--- src/rtl/weight_loader.sv ---
// rtl/weight_loader.sv - streams kernel weights into ROM_NUM banks, kernel k to bank k mod ROM_NUM
module weight_loader #(
    parameter int DW          = 8,
    parameter int ROM_NUM     = 4,
    parameter int ABS_ADDR_DW = 16
) (
    input  logic                   clk,
    input  logic                   rst_n,
    input  logic                   start,
    input  logic [15:0]            KERNEL_NUM,
    input  logic [15:0]            kernel_elem,
    input  logic [DW-1:0]          in_data,
    input  logic                   in_valid,
    output logic                   in_ready,
    output logic [ROM_NUM-1:0]     wr_en,
    output logic [ABS_ADDR_DW-1:0] wr_addr,
    output logic [DW-1:0]          wr_data,
    output logic                   busy,
    output logic                   done
);
    localparam int BW = (ROM_NUM > 1) ? $clog2(ROM_NUM) : 1;

    typedef enum logic [1:0] {IDLE, LOAD, DONE} state_t;

    state_t                 state;
    logic [15:0]            kern_num_q;
    logic [15:0]            elem_num_q;
    logic [15:0]            elem_cnt;
    logic [15:0]            kern_cnt;
    logic [BW-1:0]          bank_cnt;
    logic [ABS_ADDR_DW-1:0] base_addr;
    logic                   accept;
    logic                   last_elem;
    logic                   last_kern;
    logic                   last_bank;

    assign in_ready  = (state == LOAD);
    assign busy      = (state == LOAD) || (state == DONE);
    assign done      = (state == DONE);
    assign accept    = in_valid && in_ready;
    assign last_elem = (elem_cnt == elem_num_q - 16'd1);
    assign last_kern = (kern_cnt == kern_num_q - 16'd1);
    assign last_bank = (bank_cnt == BW'(ROM_NUM - 1));

    always_ff @(posedge clk or negedge rst_n) begin
        if (!rst_n) begin
            state      <= IDLE;
            kern_num_q <= '0;
            elem_num_q <= '0;
            elem_cnt   <= '0;
            kern_cnt   <= '0;
            bank_cnt   <= '0;
            base_addr  <= '0;
            wr_en      <= '0;
            wr_addr    <= '0;
            wr_data    <= '0;
        end else begin
            wr_en <= '0;
            case (state)
                IDLE: begin
                    if (start) begin
                        if (KERNEL_NUM == 16'd0 || kernel_elem == 16'd0) begin
                            state <= DONE;
                        end else begin
                            kern_num_q <= KERNEL_NUM;
                            elem_num_q <= kernel_elem;
                            elem_cnt   <= '0;
                            kern_cnt   <= '0;
                            bank_cnt   <= '0;
                            base_addr  <= '0;
                            state      <= LOAD;
                        end
                    end
                end
                LOAD: begin
                    if (accept) begin
                        wr_en   <= ROM_NUM'(1) << bank_cnt;
                        wr_addr <= base_addr + ABS_ADDR_DW'(elem_cnt);
                        wr_data <= in_data;
                        if (last_elem) begin
                            // Kernel finished: move to next bank; a full bank row advances the base.
                            elem_cnt <= '0;
                            kern_cnt <= kern_cnt + 16'd1;
                            if (last_bank) begin
                                bank_cnt  <= '0;
                                base_addr <= base_addr + ABS_ADDR_DW'(elem_num_q);
                            end else begin
                                bank_cnt <= bank_cnt + BW'(1);
                            end
                            if (last_kern) state <= DONE;
                        end else begin
                            elem_cnt <= elem_cnt + 16'd1;
                        end
                    end
                end
                DONE:    state <= IDLE;
                default: state <= IDLE;
            endcase
        end
    end
endmodule

--- config.mk ---
export PLATFORM = sky130hd
export DESIGN_NAME = weight_loader
export DESIGN_NICKNAME = d
export VERILOG_FILES = /design/src/rtl/weight_loader.sv
export SDC_FILE = /design/constraint.sdc
export NUM_CORES = 1
export LEC_CHECK = 0
export BUFFER_PORTS_ARGS = -buffer_cell sky130_fd_sc_hd__buf_2
export CAP_MARGIN = 20
export CORE_MARGIN = 5
export CORE_UTILIZATION = 54
export CTS_BUF_LIST = sky130_fd_sc_hd__clkbuf_16
export DETAILED_ROUTE_END_ITERATION = 12
export PLACE_DENSITY = 0.77
export SYNTH_ARGS = -nofsm -noshare
export SYNTH_HDL_FRONTEND = slang
export SYNTH_SLANG_ARGS = --single-unit
--- constraint.sdc ---
create_clock -name clk -period 3.59 [get_ports clk]
set_clock_uncertainty 0.1 [all_clocks]
set_input_delay 0.5385 -clock clk [delete_from_list [all_inputs] [get_ports clk]]
set_output_delay 0.5385 -clock clk [all_outputs]
set_load 0.01 [all_outputs]
==> impl_metrics.tcl, run 1 <==
set metrics [dict create \
    status "finished, final reports clean" \
    critPathCaptureType "flip-flop" \
    setup_ws_ns 0.201 \
    num-fill-cells 1144 \
    drt_iter0_drc 402 \
    vias 6255 \
    avgSynthCellArea_um2 9.30 \
    path_buf_inv 0 \
    area_growth_pct 14.2 \
    core-area_um2 13300 \
    clock_sinks 112 \
    cp_max_fo 7 \
    start_util_pct 55.3 \
    power_mw 6.18 \
    port-buffer-count 74 \
    clock.fmax_mhz 295 \
    hold_violations 0 \
    p_leak_nw 3.79 \
    routed_wl_um 17600 \
    diodes 0 \
    cp_top_family "simple AND/OR/NAND/NOR gates" \
    worstMarginPinSlew_ns 0.757 \
    grt_overflow 0 \
    rows 42 \
    path_common_cell "or4_4" \
    cts.hold.buffers_added 0 \
    regArea_um2 2800 \
    cts_setup_buffers 0 \
    syn-cell-area_um2 7350 \
    yosysMostFrequentCell "dfrtp_1" \
    multi_input_area_um2 4310 \
    cts_tree "yes" \
    crit_type "reg2reg" \
    fp.dieH_um 127 \
    setup_viol 0 \
    synthTopCellsByCount "dfrtp_1, nand2_1, o21ai_0, nor2_1, xnor2_1" \
    synth-main-ff-cell "dfrtp_1" \
    syn_nets 877 \
    wire_per_inst_um 16.7 \
    place_ws_ns 0.101 \
    place_congestion 0.916 \
    cts_root_buffer "clkbuf_16" \
    synth_seq_area_share_pct 38.2 \
    r2r_slack_ns 0.20 \
    cts_max_level 3 \
    path_cells "or4_4 > or4_4 > a2111oi_4 > o2111a_2 > a41oi_2 > or4b_4 > or4_1 > nand2_1" \
    hpwl_um 13300 \
    synth_top_cell_area_share_pct 38.2 \
    ys_seq_elements 112 \
    cp-start-kind "flip-flop" \
    io_pins 75 \
    slew_headroom_pct 49.3 \
    min_period_ns 3.39 \
    yosysTopAreaCell "dfrtp_1" \
    grt_pass1_vias 5829 \
    ant_nets 0 \
    arrival_ns 3.59 \
    cts.path.max_buffers 2 \
    dr.pass1.iters 5 \
    rsz0062_at_grt "no" \
    dp.cells 1039 \
    numCtsBuffers 9 \
    required_ns 3.79 \
    cts.repair.resized 0 \
    period_share_pct 94.4 \
    antenna_found_initial 0 \
    slew_violations 0 \
    die_x_um 127 \
    vdd_drop_max_v 0.000574 \
    track_usage_pct 22.4 \
    clock_latency_ns 0.36 \
    critPathMaxStageDelay_ns 0.61 \
    nets 961 \
    route.detailed.drc 0 \
    die_area_um2 16000 \
    power_density_nw_per_um2 737 \
    synth-async-reset-ratio_pct 100 \
    cp_slowest_cell "or4b_4" \
    drive_gt1_share_pct 20.7 \
    drv_cap 0 \
    synthCells 790 \
    routed_via_density 5.93 \
    hp-class "in2async" \
    layoutNonFillerInstCount 1055 \
    synth_warnings 0 \
    ys_top_cells_by_area "dfrtp_1, ha_1, mux2_2" \
    synth_cell_types 66 \
    synth_edf_count 0 \
    clkTransAtPathRegs_ns 0.07 \
    grt_pass1_wl_um 29100 \
    grt_max_degree 51 \
    fin_setup_tns_ns 0 \
]
-- flip-flops by register name, indices dropped and copies added (netlist names) --
register,cells
bank_cnt,2
base_addr,16
elem_cnt,16
elem_num_q,16
kern_cnt,16
kern_num_q,16
state,2
wr_addr,16
wr_data,8
wr_en,4
-- worst reg2reg max path, stage by stage, from the launching register on --
cell	delay, ns
dfrtp_2	0.42
or4_4	0.54
or4_4	0.50
a2111oi_4	0.30
o2111a_2	0.27
a41oi_2	0.11
or4b_4	0.61
or4_1	0.42
nand2_1	0.07
-- logic make-up (layout without fill, tap and decap cells) --
family,Yosys count,in the layout,synth area share (%)
simple gates,283,283,20.1
mux,50,50,7.58
flops,112,112,38.2
compound gates,151,151,13.1
xor+xnor,83,83,9.90
fa+ha+maj,43,43,7.53
buf+inv,68,157,3.61
-- through the flow --
| step | instance area, µm² | utilization (%) | hold slack, ns |
|---|---|---|---|
| 2_1_floorplan | 7380 | - | 0.143 |
| 3_3_place_gp | 8090 | 60.9 | 0.356 |
| 3_5_place_dp | 8090 | 60.9 | 0.365 |
| 4_1_cts | 8380 | 63.0 | 0.0982 |
| 5_1_grt | 8390 | 63.1 | 0.126 |
| 6_report | 8390 | 63.1 | 0.0882 |
-- where the power goes --
part	internal, mW	total [mW]	switching [mW]
registers	1.66	2.06	0.408
clock network	0.535	0.993	0.458
logic	1.41	3.13	1.72
-- cells in the final DEF, fill, tap and decap left out, drive strengths merged, types with 5 or more instances in the layout --
cell	count
o21ai	56
a211oi	7
dfrtp	112
or3	12
or4	11
buf	105
mux2i	5
nand4	14
o31ai	7
clkinv	6
nor2	52
nor2b	10
and3	13
nor3b	6
xor2	33
nor4	18
nor3	26
o211ai	8
a21o	8
nand3	35
ha	41
mux2	45
xnor2	50
nand2	62
clkbuf	9
inv	35
a31oi	9
a21oi	27
-- cell type report --
cell class,count,share of cell area (%)
Clock buffer,9,2.68
Clock inverter,7,0.761
Inverter,36,1.61
Multi-Input combinational cell,610,51.4
Sequential cell,112,33.4
Tap cell,176,2.62
Timing Repair Buffer,105,7.52
-- per-layer routing --
metal	up-vias	global-route usage, %	wire length [µm]
met2	206	33.9	7850
li1	3024	-	-
met5	-	0	0
met1	2998	32.0	8050
met4	0	5.87	318
met3	27	5.80	1370
-- final timing paths --
path	to	startpoint	cells past startpoint
setup / recovery	kern_cnt[11]	elem_num_q[1]	8
hold / removal	wr_en[2]	rst_n	1
setup reg to reg	kern_cnt[11]	elem_num_q[1]	8
hold reg to reg	wr_addr[11]	wr_addr[11]	2
max in group asynchronous	kern_num_q[10]	rst_n	2
min in group clk	wr_data[3]	in_data[3]	2
(Power assumes the default switching activity.)
==> run 2: changes to the inputs <==
CORE_UTILIZATION = 55   (was 54)
PLACE_DENSITY = 0.75   (was 0.77)
REMOVE_ABC_BUFFERS = 1   (was default)
clock period = 3.2 ns   (was 3.59 ns; I/O delays follow)
==> run 2 against run 1 <==
Compared with the run above:
- the run now ends with negative setup slack left
- sequential share of layout area down 1.8 points
- wire length rose by 11%
- via count rose by 4.7%
- final area increased by 5.5%
- clock power up 11%
- combinational power up 30%
- fmax rose by 1.2%
- global-route usage increased by 2.6 points
- non-clock buffer count increased by 41
- critical path type unchanged
- largest cell class unchanged
==> impl_metrics.tcl, run 2 (synthesis gave the netlist of run 1 again) <==
set metrics [dict create \
    grt_pass1_wl_um 32100 \
    p_int_mw 4.30 \
    num-fill-cells 1067 \
    p_sw_share_pct 42.0 \
    grt_overflow 0 \
    pwr-share-seq_pct 30.3 \
    r2r-end "kern_cnt[15]" \
    worstSetupStartpoint "elem_num_q[1]" \
    switchingPower_mw 3.11 \
    drt_iter0_drc 479 \
    ant_nets 0 \
    hold_slack_ns 0.0807 \
    hp-class "in2async" \
    p_comb_share_pct 54.8 \
    layout_commonest_cell "dfrtp_1" \
    cts_max_level 3 \
    layoutNonFillerInstCount 1094 \
    pwr-share-clk_pct 14.9 \
    cp_slowest_cell "or4b_4" \
    cp_max_fo 7 \
    routed_via_density 5.98 \
    critPathMaxStageDelay_ns 0.56 \
    path_cells "or4_4 > or4_4 > a2111oi_4 > o2111a_2 > a41oi_2 > or4b_4 > or4_1 > nand2_1" \
    clock_latency_ns 0.36 \
    clock_sinks 112 \
    grt_pass1_vias 6539 \
    track_usage_pct 24.9 \
    required_ns 3.39 \
    clkTransAtPathRegs_ns 0.07 \
    io_pins 75 \
    route.detailed.drc 0 \
    p_leak_nw 4.02 \
    min_period_ns 3.35 \
    cts_root_buffer "clkbuf_16" \
    worstMarginPinSlew_ns 0.797 \
    drive_gt1_share_pct 26.0 \
    core-area_um2 13200 \
    multi_input_area_um2 4460 \
    rows 42 \
    antenna_found_initial 0 \
    grt_max_degree 57 \
    period_share_pct 105 \
    wire_per_inst_um 17.9 \
    fp.dieH_um 126 \
    mostFrequentLayoutCells "dfrtp_1, buf_2, buf_4" \
    path_common_cell "or4_4" \
    place_congestion 0.925 \
    setup_viol 7 \
    violations "negative setup slack" \
    vias 6547 \
    cp-start-kind "flip-flop" \
    start_util_pct 55.7 \
    hold_violations 0 \
    numCtsBuffers 9 \
    vdd_drop_max_v 0.000571 \
    critPathCaptureType "flip-flop" \
    dr.pass1.iters 5 \
    port-buffer-count 74 \
    die_x_um 126 \
    cp_top_family "simple AND/OR/NAND/NOR gates" \
    r2r_start "elem_num_q[1]" \
    die_area_um2 15800 \
    cts.hold.buffers_added 0 \
    crit_end "kern_cnt[15]" \
    routed_wl_um 19600 \
    slew_headroom_pct 46.7 \
    cts_tree "yes" \
    setup_ws_ns -0.148 \
    regArea_um2 2800 \
    diodes 0 \
    clock.fmax_mhz 299 \
    rsz0062_at_grt "yes" \
    power_density_nw_per_um2 838 \
    crit_type "reg2reg" \
    r2r_slack_ns -0.15 \
    cts.path.max_buffers 2 \
    path_buf_inv 0 \
    drv_cap 0 \
    arrival_ns 3.54 \
    nets 1002 \
    area_growth_pct 20.5 \
    hpwl_um 14800 \
    cp.depth 8 \
    reg2regPathDepth 8 \
    dp.cells 1075 \
    slew_violations 0 \
    status "finished, violations left" \
]
==> run 2: changes by cell type in the layout (fill, tap and decap cells not counted), sizes merged <==
cell and delta:
buf +41, clkinv -1, inv -1
==> run 2: timing repair <==
item / 4_1_cts / 5_1_grt
pin swaps: 12 / 8
setup endpoints to repair: 24 / 42
gates resized for setup: 9 / 34
setup buffers: 2 / 5
==> run 2: metrics by stage <==
stage / cell area [µm²] / setup WS [ns] / total power, mW / utilization (%) / TNS (ns)
final: 8850 / -0.148 / 7.42 / 67.1 / -0.668
after global routing: 8850 / -0.253 / 7.97 / 67.1 / -1.82
after CTS: 8660 / -0.163 / 7.23 / 65.7 / -1.14
after detailed placement: 8320 / -0.421 / 6.05 / 63.1 / -4.31
after global placement: 8320 / -0.327 / 5.89 / 63.1 / -2.47
after floorplan: 7220 / -0.828 / 4.60 / - / -19.26
==> run 2: worst reg2reg max path, cell delays in order, from the launching register on <==
cell and delay (ns):
dfrtp_1 0.38, or4_4 0.55, or4_4 0.51, a2111oi_4 0.29, o2111a_2 0.27, a41oi_2 0.12, or4b_4 0.56, or4_1 0.43
nand2_1 0.09
==> run 2: cell type report <==
class,instances,area share (%)
multi-input combinational,610,50.4
sequential,112,31.7
timing repair buffer,146,10.8
clock buffer,9,2.54
tap,176,2.49
inverter,36,1.53
clock inverter,5,0.565
==> run 2: metal layers <==
metal | vias up | part of all wire, % | GRT usage, %
met5 | - | 0 | 0
met4 | 0 | 2.5 | 9.57
met3 | 31 | 6.0 | 4.05
met2 | 228 | 50 | 42.6
met1 | 3176 | 42 | 31.7
li1 | 3112 | - | -
==> run 2: power groups by stage <==
stage	sequential [mW]	combinational (mW)	clock (mW)
2_1_floorplan	2.35	2.26	0
3_3_place_gp	2.24	3.66	0
3_5_place_dp	2.27	3.78	0
4_1_cts	2.25	3.86	1.13
5_1_grt	2.31	4.48	1.18
6_report	2.25	4.06	1.10
==> run 2: worst min-delay path by stage <==
| stage | start | endpoint |
|---|---|---|
| finish | rst_n | wr_data[3] |
| global route | rst_n | wr_data[0] |
| CTS | rst_n | wr_data[3] |
| detailed placement | wr_addr[12] | wr_addr[12] |
| global placement | wr_addr[6] | wr_addr[6] |
| floorplan | rst_n | bank_cnt[0] |
==> run 3: changes to the inputs <==
GPL_TIMING_DRIVEN = 0   (was default)
==> run 3 against run 2 <==
Compared with the run above:
- clock power about the same
- the run still ends with negative setup slack left
- largest cell class unchanged
- critical path type unchanged
- via count down 0.14%
- register-to-register slack lost 0.09 ns
- critical endpoint is now kern_cnt[11]
- die area is the same
==> impl_metrics.tcl, run 3 (synthesis gave the netlist of run 1 again) <==
set metrics [dict create \
    setup_viol 21 \
    track_usage_pct 25.4 \
    grt_overflow 0 \
    path_common_cell "or4_4" \
    area_growth_pct 21.0 \
    rows 42 \
    cts.hold.buffers_added 0 \
    slew_headroom_pct 33.4 \
    violations "negative setup slack" \
    fp.dieH_um 126 \
    cts_max_level 3 \
    mostFrequentLayoutCells "dfrtp_1, buf_2, nand2_1" \
    fin_setup_tns_ns -2.20 \
    grt_busiest_layer "met2" \
    vdd_drop_max_v 0.000637 \
    drt_iter0_drc 553 \
    drv_cap 0 \
    p_leak_nw 3.93 \
    status "finished, violations left" \
    clock.fmax_mhz 291 \
    rsz0062_at_grt "yes" \
    path_buf_inv 0 \
    port-buffer-count 74 \
    clock_sinks 112 \
    hpwl_um 13700 \
    wire_per_inst_um 18.9 \
    nets 972 \
    required_ns 3.40 \
    antenna_found_initial 0 \
    clock_latency_ns 0.36 \
    core-area_um2 13200 \
    globalRouteMet1Util_pct 33.1 \
    r2r-end "kern_cnt[11]" \
    postPlaceCellArea_um2 7900 \
    r2r_slack_ns -0.23 \
    period_share_pct 107 \
    critPathMaxStageDelay_ns 0.57 \
    routed_wl_um 20100 \
    critPathCaptureType "flip-flop" \
    die_x_um 126 \
    final_util_pct 67.4 \
    grt_max_degree 73 \
    drive_gt1_share_pct 26.4 \
    cp_slowest_cell "or4b_4" \
    worstMarginPinSlew_ns 0.996 \
    cts_root_buffer "clkbuf_16" \
    min_period_ns 3.43 \
    grt_use_met3_pct 3.80 \
    reg2regPathDepth 8 \
    slew_violations 0 \
    cts.path.max_buffers 2 \
    path_cells "or4_4 > or4_4 > a2111oi_4 > o2111a_2 > a41oi_4 > or4b_4 > or4_1 > nand2_1" \
    power_density_nw_per_um2 863 \
    hp-class "in2async" \
    design_area_um2 8890 \
    r2r_start "elem_num_q[2]" \
    io_pins 75 \
    grt_pass1_wl_um 32400 \
    cts_tree "yes" \
    grt_pass1_vias 6491 \
    start_util_pct 55.7 \
    cp-start-kind "flip-flop" \
    dr.pass1.iters 5 \
    die_area_um2 15800 \
    vias 6538 \
    place_ws_ns -1.99 \
    diodes 0 \
    use_met2_pct 41.6 \
    cp_max_fo 6 \
    route.detailed.drc 0 \
    arrival_ns 3.64 \
    crit_type "reg2reg" \
    place_congestion 0.906 \
    hold_violations 0 \
    routed_via_density 6.14 \
    clkTransAtPathRegs_ns 0.07 \
    setup_ws_ns -0.234 \
    ant_nets 0 \
    cp_top_family "simple AND/OR/NAND/NOR gates" \
    numCtsBuffers 9 \
    layout_commonest_cell "dfrtp_1" \
]
==> run 3: cell count changes in the layout (fill, tap and decap cells not counted), sizes merged <==
cell	change
clkbuf	+1
buf	-32
bufbuf	+1
==> run 3: metal layers <==
| metal | vias to the layer above | routed length [µm] |
|---|---|---|
| met2 | 244 | 9770 |
| met4 | 0 | 733 |
| li1 | 3064 | - |
| met3 | 50 | 1180 |
| met1 | 3180 | 8420 |
| met5 | - | 0 |
==> run 3: power by group <==
part           total, mW  internal [mW]  leakage, nW  switching, mW
sequential          2.44           1.86         1.45          0.578
combinational       4.13           1.93         2.35           2.21
clock               1.10          0.592        0.132          0.506
==> run 3: metrics by stage <==
step / power, mW / hold WS (ns) / cells
CTS: 7.38 / 0.0203 / 1055
finish: 7.67 / 0.00733 / 1064
global route: 8.17 / 0.0423 / 1064
detailed placement: 5.63 / 0.366 / 1013
floorplan: 4.60 / 0.0844 / 758
global placement: 5.41 / 0.355 / 1008
==> run 3: area by class of cell <==
class / count / area (µm²)
repair buffers: 116 / 845
well taps: 176 / 220
multi-input cells: 610 / 4600
flip-flops and latches: 112 / 2810
clock inverters: 5 / 50.0
clock buffers: 9 / 225
inverters: 36 / 136
fillers: 1017 / 4300
==> run 3: what timing repair did <==
action,CTS,global route
endpoints found under the setup margin,52,37
pin swaps,20,19
setup buffers,26,9
cloned,2,1
gates resized for setup,43,41
==> run 3: worst max path at each step <==
| stage | from | end | slack, ns | depth (start not counted) |
|---|---|---|---|---|
| final | elem_num_q[2] | kern_cnt[11] | -0.23 | 8 |
| after global routing | elem_num_q[5] | kern_cnt[15] | -0.27 | 8 |
| after CTS | elem_num_q[2] | kern_cnt[11] | -0.20 | 8 |
| after detailed placement | state[1] | elem_cnt[15] | -1.99 | 10 |
| after global placement | state[1] | base_addr[15] | -2.49 | 8 |
| after floorplan | elem_num_q[1] | base_addr[15] | -0.83 | 8 |
